File: config.mk
export PLATFORM = sky130hd
export DESIGN_NAME = rect_painter
export DESIGN_NICKNAME = d
export VERILOG_FILES = /design/src/rtl/rect_painter.sv
export SDC_FILE = /design/constraint.sdc
export NUM_CORES = 1
export LEC_CHECK = 0
export ABC_AREA = 1
export BUFFER_PORTS_ARGS = -buffer_cell sky130_fd_sc_hd__buf_2
export CAP_MARGIN = 40
export CORE_UTILIZATION = 40
export CTS_CLUSTER_DIAMETER = 150
export DETAILED_ROUTE_END_ITERATION = 12
export GPL_TIMING_DRIVEN = 0
export PLACE_DENSITY = 0.68
export SYNTH_ARGS = -nofsm -noshare
export SYNTH_HDL_FRONTEND = slang
export SYNTH_SLANG_ARGS = --single-unit
File: constraint.sdc
create_clock -name clk -period 8.3 [get_ports clk]
set_input_delay 1.245 -clock clk [delete_from_list [all_inputs] [get_ports clk]]
set_output_delay 1.245 -clock clk [all_outputs]
set_load 0.02 [all_outputs]
File: src/rtl/rect_painter.sv
// Rectangle rasteriser for the VGA pixel-write path: walks a W x H box in raster
// order, one pixel per clock, as a solid fill or a 1-pixel outline.
module rect_painter #(
  parameter int X_W      = 8,
  parameter int Y_W      = 7,
  parameter int SIZE_W   = 5,
  parameter int COLOUR_W = 3
) (
  input  logic                clk,
  input  logic                reset_n,
  input  logic                start,
  input  logic                abort,
  input  logic [X_W-1:0]      x0,
  input  logic [Y_W-1:0]      y0,
  input  logic [SIZE_W-1:0]   width,
  input  logic [SIZE_W-1:0]   height,
  input  logic [COLOUR_W-1:0] colour_in,
  input  logic                mode,
  output logic [X_W-1:0]      x,
  output logic [Y_W-1:0]      y,
  output logic [COLOUR_W-1:0] colour,
  output logic                plot,
  output logic                busy,
  output logic                done
);

  typedef enum logic [1:0] {
    S_IDLE,
    S_SETUP,
    S_DRAW,
    S_DONE
  } state_t;

  state_t state_q, state_d;

  // Operation parameters captured when a request is accepted.
  logic [X_W-1:0]      x0_q;
  logic [Y_W-1:0]      y0_q;
  logic [SIZE_W-1:0]   w_q, h_q;
  logic [COLOUR_W-1:0] lat_colour_q;
  logic                mode_q;

  logic [SIZE_W-1:0]   col_q, col_d;
  logic [SIZE_W-1:0]   row_q, row_d;

  logic [X_W-1:0]      x_q, x_d;
  logic [Y_W-1:0]      y_q, y_d;
  logic [COLOUR_W-1:0] colour_q, colour_d;
  logic                plot_q, plot_d;
  logic                busy_q, busy_d;
  logic                done_q, done_d;

  logic last_col, last_row, size_zero, on_edge;

  assign last_col  = (col_q == w_q - SIZE_W'(1));
  assign last_row  = (row_q == h_q - SIZE_W'(1));
  assign size_zero = (w_q == '0) || (h_q == '0);

  // State, counters, captured parameters and registered outputs.
  // NOTE: every register here uses <= so all of them update from the same
  // pre-edge values; a blocking = would let later lines see half-updated state.
  always_ff @(posedge clk) begin
    if (!reset_n) begin
      state_q      <= S_IDLE;
      x0_q         <= '0;
      y0_q         <= '0;
      w_q          <= '0;
      h_q          <= '0;
      lat_colour_q <= '0;
      mode_q       <= 1'b0;
      col_q        <= '0;
      row_q        <= '0;
      x_q          <= '0;
      y_q          <= '0;
      colour_q     <= '0;
      plot_q       <= 1'b0;
      busy_q       <= 1'b0;
      done_q       <= 1'b0;
    end else begin
      state_q  <= state_d;
      col_q    <= col_d;
      row_q    <= row_d;
      x_q      <= x_d;
      y_q      <= y_d;
      colour_q <= colour_d;
      plot_q   <= plot_d;
      busy_q   <= busy_d;
      done_q   <= done_d;
      if (state_q == S_IDLE && start) begin
        x0_q         <= x0;
        y0_q         <= y0;
        w_q          <= width;
        h_q          <= height;
        lat_colour_q <= colour_in;
        mode_q       <= mode;
      end
    end
  end

  // Next-state logic. abort only matters in the two active states.
  // NOTE: each always_comb assigns a default to every output first, so no
  // path through the case leaves a signal unassigned and infers a latch.
  always_comb begin
    state_d = state_q;
    unique case (state_q)
      S_IDLE:  if (start) state_d = S_SETUP;
      S_SETUP: begin
        if (abort)          state_d = S_IDLE;
        else if (size_zero) state_d = S_DONE;
        else                state_d = S_DRAW;
      end
      S_DRAW: begin
        if (abort)                     state_d = S_IDLE;
        else if (last_col && last_row) state_d = S_DONE;
      end
      S_DONE:  state_d = S_IDLE;
      default: state_d = S_IDLE;
    endcase
  end

  // Scan counters: (col_d, row_d) is the pixel presented after the next edge.
  always_comb begin
    col_d = col_q;
    row_d = row_q;
    if (state_q == S_SETUP) begin
      col_d = '0;
      row_d = '0;
    end else if (state_q == S_DRAW && state_d == S_DRAW) begin
      if (last_col) begin
        col_d = '0;
        row_d = row_q + SIZE_W'(1);
      end else begin
        col_d = col_q + SIZE_W'(1);
      end
    end
  end

  assign on_edge = (col_d == '0) || (col_d == w_q - SIZE_W'(1)) ||
                   (row_d == '0) || (row_d == h_q - SIZE_W'(1));

  // Output logic: coordinates wrap silently; outside DRAW they hold.
  always_comb begin
    x_d      = x_q;
    y_d      = y_q;
    colour_d = colour_q;
    plot_d   = 1'b0;
    busy_d   = (state_d == S_SETUP) || (state_d == S_DRAW);
    done_d   = (state_d == S_DONE);
    if (state_d == S_DRAW) begin
      x_d      = x0_q + X_W'(col_d);
      y_d      = y0_q + Y_W'(row_d);
      colour_d = lat_colour_q;
      plot_d   = !mode_q || on_edge;
    end
  end

  assign x      = x_q;
  assign y      = y_q;
  assign colour = colour_q;
  assign plot   = plot_q;
  assign busy   = busy_q;
  assign done   = done_q;

endmodule

==> results.cfg <==
[cells_and_area]
utilization = 0.495
drive_gt1_frac = 0.168
nets = 628
fin_cells = 687
diodes = 0
fin_area_sq_um = 4130
syn2layout_area_growth_pct = 17.6

[timing]
rsz0062_at_grt = false
relSlewSlack = 0.593
period_needed_ns = 4.66
slew_violations = 0
setup_violations = 0
worst_pin_slew_ns = 0.611
period_share = 0.562
finClkSkew_ns = 0.00875
worst_slack_ns = 3.64
max_freq_mhz = 215
tns_ns = 0
hold_ws_ns = 0.488
hold_viol_final = 0

[synth]
synth_mux_area_frac = 0
ys_warn_count = 0
synth_nets = 564
syn_area_sq_um = 3510
ys_top_cells_by_count = 104 x nor2_1, 81 x nand2_1, 68 x inv_1
ys.flop_type = dfxtp_1
synth_cell_type_count = 36
synth_seq_area_share = 0.354
synthXorXnorAreaFrac = 0.0400
yosysMostFrequentCell = nor2_1
avgSynthCellArea_sq_um = 6.84
synth_seq_cells = 62
postSynthCellCount = 513
synthArstFlopShare = 0
yosys.area_share.simple = 0.320
yosys.area.top_type_share = 0.354
yosysTopAreaCell = dfxtp_1
synth_top_family_by_area = simple AND/OR/NAND/NOR gates
synth_adder_area_share = 0.0685
yosys-top-cells-area = dfxtp_1 35%, nor2_1 11%, nand2_1 8.7%
synth_compound_area_frac = 0.117
synth_edf_count = 0

[placement]
dpl_cell_area_sq_um = 3900
gp_congestion = 0.916
dp_slack_ns = 3.28
dp_hpwl_mm = 6.65
port_buffers = 53
placed_cells = 671

[setup_path]
critPathMaxStageDelay_ns = 0.42
crit_buf_inv = 7
crit_chain = buf_2 -> nand3_1 -> clkbuf_1 -> nand3_1 -> inv_1 -> ha_1 -> buf_2 -> nand3_2 -> inv_2 -> nand3_1 -> nand3_2 -> inv_1 -> ha_1 -> fa_1 -> a21oi_1 -> nor2_1 -> nor2_1 -> nor2_1 -> o21ai_0 -> xnor2_1 -> o21ai_0 -> inv_1
cp.depth = 22
worstPathRequired_ns = 8.56
cp-end-kind = register
crit_type = input port to register
r2r_slack_ns = 3.76
crit_arrival_ns = 4.92
crit_family = buffers and inverters
slowest_stage = fa_1
path_max_fanout = 10
rr_worst_depth = 29
start_kind = input port

[worst_hold_path]
hold_class = register to register
hold_depth = 2

[routing]
wl_per_cell_microns = 12.7
drt_wl_total_mm = 8.74
drc = 0
ant_nets = 0
drtIter0Drc = 148
vias = 3337
drtPass1Iterations = 4
avgViaCountPerCell = 4.86

[die]
dieHeight_microns = 95.6
start_util = 0.420
die_x_microns = 95.6
core_area_sq_um = 8340
dieArea_sq_um = 9150
io_pins = 54
num_rows = 33

[pwr]
leakage_nw = 2.14
p_per_area_nw_per_um2 = 188
power_uw = 776
ir_drop_mv = 0.0931

[clock_network]
ctsHoldBuffers = 0
cts_resized = 0
clockRootBuffer = clkbuf_8
post_cts_buffers = 0
cts_tree = done
clockBufferDepth = 2
clk_latency_ns = 0.36
clkSinkCount = 62
htree_levels = 3
clk_pin_slew_worst_paths_ns = 0.08
cts_made_buffers = 9

[global_routing]
grt_pass1_vias = 2996
grt_use_total = 0.206
grt_pass1_wl_mm = 14.0
grt_max_degree = 13
antenna_found_initial = 0
gr-total-overflow = 0

[run_status]
status = completed

[job]
cap_viol_max_count = 0
cell usage in the layout, fill, tap and decap left out, types with 3 or more instances in the layout:
master | synthesis | layout
nand4_1 | 10 | 10
nand2_1 | 81 | 81
xor2_1 | 11 | 11
inv_1 | 68 | 68
clkbuf_1 | 13 | 13
clkbuf_8 | 0 | 9
xnor2_1 | 5 | 5
dfxtp_1 | 62 | 62
inv_2 | 5 | 5
a21oi_1 | 17 | 17
nand3_1 | 29 | 29
nand2_4 | 3 | 3
nor2_1 | 104 | 104
nand3_2 | 7 | 7
ha_1 | 16 | 16
buf_2 | 2 | 55
o21ai_0 | 52 | 52
nor2_2 | 3 | 3
nand2_2 | 3 | 3
layer usage:
metal | vias up | routed length, microns | global-route usage
li1 | 1760 | - | -
met4 | 0 | 228 | 0.0920
met5 | - | 0 | 0
met1 | 1484 | 4140 | 0.261
met3 | 19 | 361 | 0.0391
met2 | 74 | 4000 | 0.337
area by class of cell:
cell class | count | area, sq um
fill | 844 | 4220
multi-input combinational | 360 | 1910
timing repair buffer | 53 | 265
clock buffer | 9 | 124
inverter | 74 | 278
clock inverter | 7 | 97.6
sequential | 62 | 1240
buffer | 17 | 73.8
tap | 105 | 131
path summary, 6_finish.rpt:
check / endpoint / from
setup / recovery: y[6] / start
hold / removal: y[4] / y[4]
setup reg to reg: y[6] / w_q[0]
hold reg to reg: y[4] / y[4]
cells by family after synthesis:
family / after synthesis
AO/OA/AOI/OAI: 78
XOR/XNOR: 16
adder cells (fa/ha/maj): 18
buffers and inverters: 91
flip-flops: 62
AND/OR/NAND/NOR: 248
report_power, final:
| part | internal (mW) | switching, mW | total [mW] | leakage [nW] |
|---|---|---|---|---|
| Combinational | 0.0504 | 0.0922 | 0.143 | 1.52 |
| Sequential | 0.317 | 0.0124 | 0.330 | 0.508 |
| Clock | 0.170 | 0.134 | 0.304 | 0.106 |
state kept, by name, indices dropped and copies added (netlist names), 5 cells and up:
| name | flops |
|---|---|
| w_q | 5 |
| y | 7 |
| x | 8 |
| row_q | 5 |
| col_q | 5 |
| y0_q | 7 |
| x0_q | 8 |
| h_q | 5 |
tightest hold or removal path: stages (launching register included):
cell	delay, ns
dfxtp_1	0.33
o211ai_1	0.08
inv_1	0.05
No activity file was read; power rests on OpenSTA's default activity.
